## config.mk

```make
export PLATFORM = sky130hd
export DESIGN_NAME = mux_scan_ctrl
export DESIGN_NICKNAME = d
export VERILOG_FILES = /design/src/rtl/mux_scan_ctrl.sv
export SDC_FILE = /design/constraint.sdc
export NUM_CORES = 1
export LEC_CHECK = 0
export BUFFER_PORTS_ARGS = -buffer_cell sky130_fd_sc_hd__buf_2
export CORE_ASPECT_RATIO = 0.7
export CORE_MARGIN = 10
export CORE_UTILIZATION = 50
export DETAILED_ROUTE_END_ITERATION = 12
export GPL_ROUTABILITY_DRIVEN = 0
export GPL_TIMING_DRIVEN = 0
export PLACE_DENSITY = 0.74
export SYNTH_ARGS = -nofsm -noshare
export SYNTH_HDL_FRONTEND = slang
export SYNTH_SLANG_ARGS = --single-unit
```

## constraint.sdc

```tcl
create_clock -name clk -period 4 [get_ports clk]
set_input_delay 0.6 -clock clk [delete_from_list [all_inputs] [get_ports clk]]
set_output_delay 0.6 -clock clk [all_outputs]
set_load 0.005 [all_outputs]
```

## src/rtl/mux_scan_ctrl.sv

```systemverilog
// mux_scan_ctrl: scan sequencer for a 2-bit 4:1 channel mux.
//
// Drives the mux select through every channel enabled in a latched mask, holding each
// for DWELL cycles. On the last cycle of each dwell it samples the mux output into a
// shadow frame. Once every enabled channel has been sampled, it presents the packed
// 8-bit frame downstream over a valid/ready handshake.
//
// Parameters:
//   DWELL        cycles each channel stays selected before it is sampled (1..255)
//
// Ports:
//   clk          rising-edge clock
//   rst_n        asynchronous active-low reset
//   start        one-cycle scan request, honoured only while idle
//   mode         0 = single frame, 1 = continuous (latched with start)
//   mask         channel enables, bit k enables channel k (latched with start)
//   stop         in continuous mode, finish the current frame and then go idle
//   sel          select to the mux
//   mux_o        mux output
//   frame        packed frame, channel k in bits [2k+1:2k]; disabled channels read 00
//   frame_valid  frame is available downstream
//   frame_ready  downstream accepts the frame
//   busy         high whenever the sequencer is not idle
module mux_scan_ctrl #(
  parameter int unsigned DWELL = 4
) (
  input  logic       clk,
  input  logic       rst_n,
  input  logic       start,
  input  logic       mode,
  input  logic [3:0] mask,
  input  logic       stop,
  output logic [1:0] sel,
  input  logic [1:0] mux_o,
  output logic [7:0] frame,
  output logic       frame_valid,
  input  logic       frame_ready,
  output logic       busy
);

  // Dwell counter terminal value; the sample happens on the edge that ends this count.
  localparam logic [7:0] DwellLast = 8'(DWELL - 1);

  typedef enum logic [1:0] {
    StIdle,
    StScan,
    StPresent
  } state_e;

  state_e     state_q, state_d;

  logic [7:0] count_q, count_d;
  logic [7:0] shadow_q, shadow_d;
  logic [7:0] frame_q, frame_d;
  logic [3:0] mask_q, mask_d;
  logic       mode_q, mode_d;
  logic       stop_q, stop_d;
  logic [1:0] sel_q, sel_d;

  logic       launch;
  logic       sample_now;
  logic       xfer;
  logic       rescan;
  logic       has_next;
  logic [1:0] next_sel;

  // Index of the lowest set bit; only called with a non-zero mask.
  function automatic logic [1:0] lowest_set(input logic [3:0] m);
    logic [1:0] idx;
    idx = 2'd0;
    for (int k = 3; k >= 0; k--) begin
      if (m[k]) begin
        idx = 2'(k);
      end
    end
    return idx;
  endfunction

  // Next enabled channel above the current select. Scanning downward leaves the
  // closest higher channel as the final assignment.
  always_comb begin
    has_next = 1'b0;
    next_sel = sel_q;
    for (int k = 3; k >= 0; k--) begin
      if (mask_q[k] && (k > int'(sel_q))) begin
        has_next = 1'b1;
        next_sel = 2'(k);
      end
    end
  end

  assign launch     = (state_q == StIdle) && start && (mask != 4'b0000);
  assign sample_now = (state_q == StScan) && (count_q == DwellLast);
  assign xfer       = (state_q == StPresent) && frame_ready;
  // A stop arriving on the transfer edge itself also ends the run.
  assign rescan     = xfer && mode_q && !stop_q && !stop;

  //--------------------------------------------------------------------------
  // FSM: state register
  //--------------------------------------------------------------------------
  always_ff @(posedge clk or negedge rst_n) begin
    if (!rst_n) begin
      state_q <= StIdle;
    end else begin
      state_q <= state_d;
    end
  end

  //--------------------------------------------------------------------------
  // FSM: next-state logic
  //--------------------------------------------------------------------------
  always_comb begin
    state_d = state_q;
    case (state_q)
      StIdle: begin
        if (launch) begin
          state_d = StScan;
        end
      end
      StScan: begin
        if (sample_now && !has_next) begin
          state_d = StPresent;
        end
      end
      StPresent: begin
        if (xfer) begin
          state_d = rescan ? StScan : StIdle;
        end
      end
      default: state_d = StIdle;
    endcase
  end

  //--------------------------------------------------------------------------
  // FSM: outputs
  //--------------------------------------------------------------------------
  always_comb begin
    sel         = sel_q;
    frame       = frame_q;
    frame_valid = (state_q == StPresent);
    busy        = (state_q != StIdle);
  end

  //--------------------------------------------------------------------------
  // Datapath next-state
  //--------------------------------------------------------------------------
  always_comb begin
    count_d  = count_q;
    shadow_d = shadow_q;
    frame_d  = frame_q;
    mask_d   = mask_q;
    mode_d   = mode_q;
    stop_d   = stop_q;
    sel_d    = sel_q;

    if (launch) begin
      mask_d   = mask;
      mode_d   = mode;
      stop_d   = 1'b0;
      shadow_d = 8'h00;
      count_d  = 8'd0;
      sel_d    = lowest_set(mask);
    end

    if ((state_q != StIdle) && stop) begin
      stop_d = 1'b1;
    end

    if (state_q == StScan) begin
      if (sample_now) begin
        shadow_d[{sel_q, 1'b0} +: 2] = mux_o;
        count_d = 8'd0;
        // Move straight to the next channel with no gap cycle; on the last one the
        // frame captures the shadow including the sample just taken.
        if (has_next) begin
          sel_d = next_sel;
        end else begin
          frame_d = shadow_d;
        end
      end else begin
        count_d = count_q + 8'd1;
      end
    end

    // Continuous restart reuses the latched mask.
    if (rescan) begin
      shadow_d = 8'h00;
      count_d  = 8'd0;
      sel_d    = lowest_set(mask_q);
    end
  end

  //--------------------------------------------------------------------------
  // Datapath registers
  //--------------------------------------------------------------------------
  always_ff @(posedge clk or negedge rst_n) begin
    if (!rst_n) begin
      count_q  <= 8'd0;
      shadow_q <= 8'h00;
      frame_q  <= 8'h00;
      mask_q   <= 4'b0000;
      mode_q   <= 1'b0;
      stop_q   <= 1'b0;
      sel_q    <= 2'd0;
    end else begin
      count_q  <= count_d;
      shadow_q <= shadow_d;
      frame_q  <= frame_d;
      mask_q   <= mask_d;
      mode_q   <= mode_d;
      stop_q   <= stop_d;
      sel_q    <= sel_d;
    end
  end

endmodule

```

# == Word level (Yosys, flattened, before mapping) ==
# Index checks and enable logic that the tools add are counted.
# word_totals
elab_cells,80
out_inout_bits,12
input_bits,12
ff_bits,34
# op_classes
magnitude_cmp,3
add_sub_neg,2
n_eq_ne,7
bitwise_logic,1
n_reduce_logical,22
muxes,35
shifts,2
# ops
cell,count
2-to-1 mux 8 bit,8
2-to-1 mux 2 bit,19
logical AND 1 bit,12
"adder 8 x 1 -> 8 bit, second input constant",1
bitwise mux 8 bit,1
"equality test 8 x 2 -> 1 bit, second input constant",1
"variable shift 2 x 5 -> 8 bit, first input constant",1
indexed part select 2 x 5 -> 8 bit,1
"!= test 7 bit, second input constant",1
2-to-1 mux 1 bit,6
one-hot mux 2 bit (3 select lines),1
AND reduction 3 bit,2
negator 3 -> 5 bit,1
"> comparator 2 bit, first input constant",2
"!= test 2 x 1 -> 1 bit, second input constant",2
nonzero test 2 bit,2
nonzero test 4 bit,1
logical NOT 1 bit,3
nonzero test 3 bit,1
"equality test 2 x 1 -> 1 bit, second input constant",1
"equality test 2 bit, second input constant",1
"> comparator 1 x 2 -> 1 bit, first input constant",1
logical NOT 2 bit,1
"!= test 2 bit, second input constant",1
NOT 1 bit,1

# == Logic depth before layout (Yosys ltp) ==
# Gate-level depths: netlist of run 1.
# depth
depth_word,9
mapped_depth,6

# == Worst setup path after synthesis of run 1 ==
# Ideal clock, no wire load.
# synth_timing
path_type,register to register
start,"register sel_q[0], in the netlist sel[0]"
end,"register frame_q[1], in the netlist frame[1]"
arrival_ns,1.772
stages_incl_launch_ff,6
setup_ns,0.125
slack_ns,2.103
path_buffers,0
required_time_ns,3.875
cell_sequence,dfrtp_1 inv_1 ha_1 a221o_2 nor2_8 mux2_2
# synth_between
elab_chain_len,7
elab_cells_between_ends,15
cone_classes,1 x add/sub; 3 x order compare; 2 x shift; 4 x mux; 1 x bitwise; 4 x reduce/logical
# synth_lines
element,line,source
from (decl),58,"logic [1:0] sel_q, sel_d;"
from (signal assigned),212,sel_q <= sel_d;
> comparator 2 bit,85,if (mask_q[k] && (k > int'(sel_q))) begin
logical AND 1 bit,85,
2-to-1 mux 1 bit (3 in series),85,
NOT 1 bit (no line),--,
AND reduction 3 bit (no line),--,
to (signal assigned),208,frame_q <= frame_d;
to (decl),54,"logic [7:0] frame_q, frame_d;"
# Parallel ways exist; a longest one is shown, timed or not.
# A chain may end at the register's enable or synchronous reset.

# == Worst setup path after layout of run 1 ==
# layout_timing
start,"register sel_q[0], in the netlist sel[0]"
end,"register frame_q[7], in the netlist frame[7]"
# Same word-level chain as after synthesis.

==> flow_metrics.py, run 1 <==
metrics = {
    "outcome": {
        "status": "completed",
    },
    "logic_synthesis": {
        "synth_top_area_share_pct": 42.7,
        "synthFlopType": "dfrtp_1",
        "syn_nets": 208,
        "netlist_area_um2": 1990,
        "ys_ff_latch": 34,
        "synthCells": 188,
        "synth.distinct_cells": 56,
        "yosys_warnings": 0,
        "synth_commonest_cells": "34 x dfrtp_1, 18 x nand2_1, 12 x nor2_1, 10 x inv_1",
        "yosysMostFrequentCell": "dfrtp_1",
        "synth-seq-area-share_pct": 42.7,
        "synth_edf_count": 0,
        "synth_top_area_cell": "dfrtp_1",
        "syn_avg_cell_area_um2": 10.6,
        "synth.area.top_cells": "dfrtp_1 43%, ha_1 5.0%, mux2_2 4.0%",
        "async_flop_share_pct": 100,
    },
    "timing": {
        "setup_viol": 0,
        "hold_viol_final": 0,
        "slew_violations": 0,
        "clock_skew_ns": 0.00438,
        "max_slew_margin_pct": 48.9,
        "fin_crit_sh_pct": 55.9,
        "fmax_ghz": 0.448,
        "fin_crit_ns": 2.23,
        "setup_tns_ns": 0,
        "worstMarginPinSlew_ns": 0.766,
        "rsz0062_at_grt": "no",
        "fin_ws_ns": 1.77,
    },
    "clock_tree": {
        "root_buffer": "clkbuf_8",
        "cts_max_level": 2,
        "cts_buffers": 5,
        "postCtsSetupBuffers": 0,
        "clk_pin_slew_worst_paths_ns": 0.07,
        "clockBufferDepth": 2,
        "cts_tree": "yes",
        "cts.sinks": 34,
        "cts_resized": 0,
        "cts_hold_buf": 0,
        "clock_latency_ns": 0.29,
    },
    "flow_run": {
        "maxCapViolations": 0,
    },
    "placed_design": {
        "place_area_um2": 2170,
        "pre_cts_ws_ns": 1.82,
        "dpl.hpwl_um": 3420,
        "portBuffers": 23,
        "place_inst": 263,
    },
    "floorplan": {
        "rows": 19,
        "die_x_um": 95.5,
        "ios": 24,
        "core_area_um2": 3870,
        "initial_core_util_pct": 51.4,
        "fp.dieH_um": 72.8,
        "die_area_um2": 6950,
    },
    "detailed_routing": {
        "drtAntennaViolNets": 0,
        "wire_per_inst_um": 17.3,
        "vias_per_cell": 5.95,
        "vias": 1612,
        "drt_iter0_markers": 131,
        "wirelength_um": 4680,
        "first_pass_iters": 4,
        "drc": 0,
    },
    "grt": {
        "grt_pass1_wl_um": 7780,
        "grt_max_degree": 35,
        "antenna_found_initial": 0,
        "overflow": 0,
        "grt_pass1_vias": 1561,
        "grtUsageTotal_pct": 14.2,
    },
    "setup_path": {
        "critPathMaxStageDelay_ns": 0.58,
        "cp_cell_sequence": "inv_1 -> ha_1 -> nor2_1 -> nor4b_1 -> a32o_1 -> mux2_4",
        "cp.arrival_ns": 2.46,
        "endpoint_kind": "flip-flop",
        "critPathSlowestCell": "nor4b_1",
        "required_ns": 4.23,
        "cp-start-kind": "flip-flop",
        "path_class": "flip-flop to flip-flop",
        "crit_fanout": 8,
    },
    "layout": {
        "areaGrowthSynthToFinish_pct": 14.5,
        "diodes": 0,
        "final_cells": 271,
        "drive_above_1_share_pct": 27.9,
        "nNetsFinal": 238,
        "final_area_um2": 2280,
    },
    "power_and_ir_drop": {
        "peakVddDrop_v": 0.000355,
        "leakage_uw": 0.00108,
        "pwr_density_cell_nw_per_um2": 663,
    },
    "hold_path": {
        "min_path_type": "primary input to asynchronous set/reset pin",
    },
}
power breakdown:
group          switching, uW  internal [uW]
clock                    128            183
sequential               101            442
combinational            375            282
total                    605            908
area by class of cell:
cell class                 count  area (um^2)
multi-input combinational    139         1080
inverter                      10         37.5
fill                         334         1590
clock buffer                   5         68.8
tap                           52         65.1
sequential                    34          851
clock inverter                 3         40.0
buffer                         5         25.0
timing repair buffer          23          115
state kept, by name, summed over array words and instances, names as in the netlist:
| signal | flops |
|---|---|
| stop_q | 1 |
| count_q | 8 |
| sel | 2 |
| mode_q | 1 |
| shadow_q | 8 |
| frame | 8 |
| state_q | 2 |
| mask_q | 4 |
final timing paths:
path	slack (ns)	end	startpoint	cells after the start
worst max-delay path	1.77	frame[7]	sel[0]	6
worst min-delay path	0.38	count_q[5]	rst_n	1
worst max register to register	1.77	frame[7]	sel[0]	6
worst min register to register	0.50	frame[2]	frame[2]	1
max in group asynchronous	3.13	stop_q	rst_n	1
min in group clk	0.50	frame[2]	frame[2]	1
critical path, delay by kind of cell, from the launching register on:
kind,cells,cell delay [ns]
flops,1,0.51
simple gates,2,0.77
compound gates,1,0.22
mux,1,0.15
buf+inv,1,0.21
fa+ha+maj,1,0.31
per-layer routing:
layer | GRT usage, % | up-vias | wire length [um]
li1 | - | 772 | -
met1 | 19.2 | 790 | 2090
met2 | 21.4 | 48 | 2330
met3 | 4.01 | 2 | 248
met4 | 4.57 | 0 | 10
met5 | 0 | - | 0
stage by stage:
step	hold WS, ns	power [uW]	util [%]
2_1_floorplan	0.304	1010	-
3_3_place_gp	0.487	1170	56.1
3_5_place_dp	0.493	1200	56.1
4_1_cts	0.411	1520	58.9
5_1_grt	0.436	1620	58.9
6_report	0.377	1510	58.9
placed cells by master, fill, tap and decap left out, types with 4 or more instances in the layout:
cell / count
a21oi_1: 4
a22o_1: 4
a32o_1: 6
a32oi_1: 7
and2_1: 4
buf_2: 24
clkbuf_8: 5
dfrtp_1: 34
ha_1: 8
inv_1: 10
mux2_2: 7
nand2_1: 18
nand4_1: 6
nor2_1: 12
o21ai_0: 8
cell families after synthesis:
group,after synthesis,share of synthesized area [%]
adder cells (fa/ha/maj),8,5.02
AO/OA/AOI/OAI,47,18.5
flip-flops,34,42.7
multiplexers,11,6.47
AND/OR/NAND/NOR,71,23.3
buffers and inverters,15,3.14
XOR/XNOR,2,0.879
Power figures use the tool's default switching activity.
==> inputs of run 2 (changes only) <==
- ABC_AREA: unset -> 1
- clock period: 4 -> 2.21 ns (I/O delays scaled with it)
==> run 2 against run 1 <==
Net effect:
- wire length shrank 8.0%
- highest routed layer unchanged
- sequential share of layout area grew 1.2 points
- hold slack lost 0.28 ns
- critical path depth grew 3
==> flow_metrics.py, run 2 <==
metrics = {
    "outcome": {
        "status": "completed",
    },
    "logic_synthesis": {
        "synth.area.top_cells": "dfrtp_1 44%, nand2_1 18%, nor2_1 6.8%",
        "synthCells": 263,
        "syn_nets": 283,
        "synth_edf_count": 0,
        "synth-seq-area-share_pct": 44.0,
        "ys_ff_latch": 34,
        "synthFlopType": "dfrtp_1",
        "synth_top_area_cell": "dfrtp_1",
        "async_flop_share_pct": 100,
        "syn_avg_cell_area_um2": 7.36,
        "netlist_area_um2": 1940,
        "yosys_warnings": 0,
        "yosysMostFrequentCell": "nand2_1",
        "synth_commonest_cells": "91 x nand2_1, 35 x nor2_1, 34 x dfrtp_1, 24 x inv_1, 15 x nand3_1",
        "synth_top_area_share_pct": 44.0,
        "synth.distinct_cells": 26,
    },
    "detailed_routing": {
        "first_pass_iters": 4,
        "drt_iter0_markers": 120,
        "drtAntennaViolNets": 0,
        "drc": 0,
        "wirelength_um": 4300,
        "vias": 1710,
        "vias_per_cell": 4.97,
        "wire_per_inst_um": 12.5,
    },
    "timing": {
        "slew_violations": 0,
        "max_slew_margin_pct": 50.5,
        "fin_crit_ns": 1.87,
        "fmax_ghz": 0.536,
        "setup_tns_ns": 0,
        "rsz0062_at_grt": "no",
        "setup_viol": 0,
        "fin_crit_sh_pct": 84.4,
        "worstMarginPinSlew_ns": 0.743,
        "clock_skew_ns": 0.0118,
        "hold_viol_final": 0,
    },
    "layout": {
        "fill_cells": 350,
        "diodes": 0,
        "final_cells": 344,
        "final_cell_mix": "91 x nand2_1, 35 x nor2_1, 34 x dfrtp_1, 25 x buf_2, 24 x inv_1",
        "nNetsFinal": 313,
        "areaGrowthSynthToFinish_pct": 14.4,
        "final_common_cell": "nand2_1",
        "drive_above_1_share_pct": 17.3,
    },
    "setup_path": {
        "crit_fanout": 10,
        "rr_startpoint": "sel[0]",
        "endpoint_kind": "flip-flop",
        "required_ns": 2.45,
        "path_class": "flip-flop to flip-flop",
        "critPathLaunch": "sel[0]",
        "cp-start-kind": "flip-flop",
        "cp.arrival_ns": 2.10,
    },
    "clock_tree": {
        "root_buffer": "clkbuf_8",
        "cts.sinks": 34,
        "cts_max_level": 2,
        "cts_hold_buf": 0,
        "cts_buffers": 5,
        "cts_tree": "yes",
        "clock_latency_ns": 0.30,
        "clk_pin_slew_worst_paths_ns": 0.08,
        "clockBufferDepth": 2,
    },
    "floorplan": {
        "die_area_um2": 6800,
        "rows": 18,
        "initial_core_util_pct": 53.4,
        "core_area_um2": 3630,
        "die_x_um": 94.4,
        "ios": 24,
        "fp.dieH_um": 72.1,
    },
    "hold_path": {
        "min_path_type": "primary input to asynchronous set/reset pin",
    },
    "placed_design": {
        "place_inst": 336,
        "portBuffers": 23,
        "dpl.hpwl_um": 3200,
    },
    "grt": {
        "grt_pass1_wl_um": 7540,
        "grt_pass1_vias": 1636,
        "grtUsageTotal_pct": 13.8,
        "overflow": 0,
        "grt_max_degree": 35,
        "antenna_found_initial": 0,
    },
    "power_and_ir_drop": {
        "peakVddDrop_v": 0.000716,
        "leakage_uw": 0.00118,
        "pwr_density_cell_nw_per_um2": 1280,
    },
    "flow_run": {
        "maxCapViolations": 0,
    },
}
==> run 2: metal layers <==
layer  up-vias  wire (um)  track usage [%]  part of all wire, %
li1        881          -                -                    -
met1       769       2230             19.7                   52
met2        54       1710             18.8                   40
met3         6        308             4.32                  7.2
met4         0         51             4.54                  1.2
met5         -          0                0                    0
==> run 2: cell type report <==
cell class | count | area, um^2 | area share [%]
Multi-Input combinational cell | 197 | 957 | 43.2
Sequential cell | 34 | 851 | 38.4
Timing Repair Buffer | 23 | 115 | 5.20
Inverter | 29 | 111 | 5.03
Clock buffer | 6 | 82.6 | 3.73
Tap cell | 50 | 62.6 | 2.83
Buffer | 3 | 21.3 | 0.961
Clock inverter | 2 | 12.5 | 0.565
==> run 2: metrics by stage <==
step | setup WS (ns) | utilization, % | power, uW | hold slack (ns) | area, um^2
finish | 0.344 | 61.0 | 2830 | 0.0924 | 2210
CTS | 0.205 | 60.9 | 2840 | 0.127 | 2210
detailed placement | 0.210 | 58.3 | 2350 | 0.447 | 2110
global route | 0.0745 | 61.0 | 3130 | 0.163 | 2210
floorplan | 0.554 | - | 1990 | 0.0359 | 1940
global placement | 0.220 | 58.3 | 2320 | 0.449 | 2110
==> run 2: timing repair <==
action | in CTS | in global routing
resized for setup | 0 | 2
setup endpoints to repair | 0 | 9
setup buffers | 0 | 0
==> run 2: report_power, final <==
| group | internal [uW] | total (uW) | switching [uW] | leakage (uW) |
|---|---|---|---|---|
| clock network | 250 | 482 | 231 | 0.0000472 |
| registers | 888 | 1070 | 184 | 0.000418 |
| logic | 479 | 1270 | 795 | 0.000710 |
==> run 2: cells by family after synthesis <==
family	Yosys count	synth area share (%)
AND/OR/NAND/NOR	158	35.2
buffers and inverters	32	6.72
AO/OA/AOI/OAI	29	8.08
flip-flops	34	44.0
adder cells (fa/ha/maj)	8	5.17
XOR/XNOR	2	0.905
==> run 2: worst paths after layout <==
| path | to | slack (ns) | cells past startpoint |
|---|---|---|---|
| setup / recovery | frame[7] | 0.34 | 9 |
| hold reg to reg | frame[0] | 0.47 | 2 |
| setup reg to reg | frame[7] | 0.34 | 9 |
| min in group clk | mode_q | 0.23 | 3 |
| hold / removal | stop_q | 0.09 | 1 |
| max in group asynchronous | shadow_q[0] | 1.63 | 1 |
==> run 2: worst max-delay path, stage by stage (launching register included) <==
cell	delay, ns
dfrtp_1	0.42
inv_1	0.19
ha_2	0.29
nand2_1	0.11
nand2_1	0.06
nor2_1	0.20
nand3_4	0.22
inv_4	0.18
nand2_1	0.07
nand2_1	0.07
==> inputs of run 3 (changes only) <==
- ABC_AREA: 1 -> 0
- PLACE_DENSITY: 0.74 -> 0.77
- clock period: 2.21 -> 1.69 ns (I/O delays scaled with it)
==> run 3 against run 2 <==
Net effect:
- the run now ends with negative setup slack left
- setup slack got worse by 0.43 ns
- critical endpoint is now frame[4]
- first-iteration DRC count is 24% higher
- sequential cell count unchanged
- hold slack lost 0.063 ns
- combinational power up 72%
==> flow_metrics.py, run 3 (synthesis gave the netlist of run 1 again) <==
metrics = {
    "timing": {
        "fin_crit_ns": 1.77,
        "fin_crit_sh_pct": 105,
        "max_slew_margin_pct": 50.4,
        "fmax_ghz": 0.564,
        "rsz0062_at_grt": "yes",
        "slew_violations": 0,
        "setup_viol": 11,
        "clock_skew_ns": 0.00365,
        "hold_viol_final": 0,
        "fin_ws_ns": -0.0832,
        "worstMarginPinSlew_ns": 0.745,
    },
    "grt": {
        "grtUsageTotal_pct": 14.6,
        "overflow": 0,
        "antenna_found_initial": 0,
        "grt_max_degree": 35,
        "grt_pass1_wl_um": 8170,
        "grt_pass1_vias": 1720,
    },
    "clock_tree": {
        "cts_hold_buf": 0,
        "cts_max_level": 2,
        "cts_buffers": 5,
        "cts.sinks": 34,
        "clock_latency_ns": 0.28,
        "clockBufferDepth": 2,
        "clk_pin_slew_worst_paths_ns": 0.07,
        "cts_tree": "yes",
        "root_buffer": "clkbuf_8",
    },
    "layout": {
        "nNetsFinal": 257,
        "final_common_cell": "dfrtp_1",
        "diodes": 0,
        "drive_above_1_share_pct": 45.4,
        "final_cell_mix": "27 x dfrtp_1, 24 x buf_2, 19 x buf_4, 18 x nand2_1, 11 x nor2_1",
        "areaGrowthSynthToFinish_pct": 30.2,
        "final_cells": 290,
    },
    "setup_path": {
        "endpoint_kind": "flip-flop",
        "cp-start-kind": "flip-flop",
        "path_class": "flip-flop to flip-flop",
        "required_ns": 1.86,
        "crit_fanout": 4,
        "cp.arrival_ns": 1.94,
    },
    "floorplan": {
        "initial_core_util_pct": 51.4,
        "rows": 19,
        "die_area_um2": 6950,
        "fp.dieH_um": 72.8,
        "ios": 24,
        "die_x_um": 95.5,
        "core_area_um2": 3870,
    },
    "placed_design": {
        "pre_cts_ws_ns": -0.301,
        "portBuffers": 23,
        "dpl.hpwl_um": 3340,
        "place_inst": 263,
    },
    "outcome": {
        "status": "finished, violations left",
        "violations": "negative setup slack",
    },
    "detailed_routing": {
        "drt_iter0_markers": 149,
        "vias": 1703,
        "dr.max_layer_used": "met4",
        "wire_per_inst_um": 16.9,
        "wl_met3_um": 342,
        "drc": 0,
        "drtAntennaViolNets": 0,
        "vias_per_cell": 5.87,
        "wl_met2_um": 2240,
        "first_pass_iters": 4,
        "wl_met1_um": 2260,
        "wirelength_um": 4900,
    },
    "power_and_ir_drop": {
        "pwr_density_cell_nw_per_um2": 1570,
        "p_seq_share_pct": 31.5,
        "switching_share_pct": 40.3,
        "combPwrFrac_pct": 53.2,
        "internal-power_uw": 2440,
        "peakVddDrop_v": 0.000867,
        "netSwitchingPower_uw": 1650,
        "power_frac_clock_pct": 15.3,
        "leakage_uw": 0.00119,
    },
    "hold_path": {
        "min_path_type": "primary input to asynchronous set/reset pin",
    },
    "flow_run": {
        "maxCapViolations": 0,
    },
}
[run 3: changes by cell type in the layout (fill, tap and decap cells not counted), moves of 8 or more]
cell / delta
buf_4: +19
inv_1: -16
o21ai_1: -10
nand2_1: -73
nor2_1: -24
mux2_4: +8
nand3_1: -14
[run 3: through the flow]
stage          power [uW]  hold slack (ns)  TNS, ns  instance area (um^2)  utilization, %
6_report             4090           0.0295   -0.637                  2590            67.0
5_1_grt              4380           0.0802    -1.35                  2590            67.0
4_1_cts              3920           0.0625   -0.619                  2490            64.4
3_5_place_dp         2900            0.373    -3.50                  2210            57.1
3_3_place_gp         2860            0.367    -2.88                  2210            57.1
2_1_floorplan        2460          -0.0421   -0.556                  2030               -
[run 3: path summary, 6_finish.rpt]
| kind | start | to | slack (ns) | cells after the start |
|---|---|---|---|---|
| min in group clk | mode | mode_q | 0.16 | 3 |
| hold / removal | rst_n | mask_q[1] | 0.03 | 1 |
| max in group asynchronous | rst_n | sel[1] | 1.13 | 1 |
| setup / recovery | sel[0] | frame[4] | -0.08 | 6 |
| setup reg to reg | sel[0] | frame[4] | -0.08 | 6 |
| hold reg to reg | frame[0] | frame[0] | 0.51 | 1 |
[run 3: worst max-delay path: stages (launching register included)]
cell     delay [ns]
dfrtp_2        0.43
inv_4          0.08
ha_1           0.16
nor3b_2        0.06
a221o_2        0.41
nor2_4         0.21
mux2_4         0.31
[run 3: routing by layer]
metal	vias to the layer above	global-route usage, %
met5	-	0
met3	7	4.01
met1	835	19.9
met4	0	4.40
li1	817	-
met2	44	21.9
[run 3: what timing repair did]
item	4_1_cts	5_1_grt
pin swaps	7	11
cloned	1	0
endpoints found under the setup margin	27	25
hold endpoints to repair	0	0
buffers inserted	14	4
resized for setup	14	19
[run 3: layout make-up]
cell class	instances	area [um^2]
Buffer	5	26.3
Clock buffer	7	86.3
Clock inverter	1	5.00
Fill cell	309	1280
Inverter	10	42.5
Multi-Input combinational cell	140	1260
Sequential cell	34	860
Tap cell	52	65.1
Timing Repair Buffer	41	250
[run 3: power by group through the flow]
stage	Sequential (uW)	Clock, uW	Combinational (uW)
finish	1290	624	2180
global route	1320	690	2360
CTS	1280	639	2010
detailed placement	1310	0	1590
global placement	1300	0	1560
floorplan	1260	0	1200
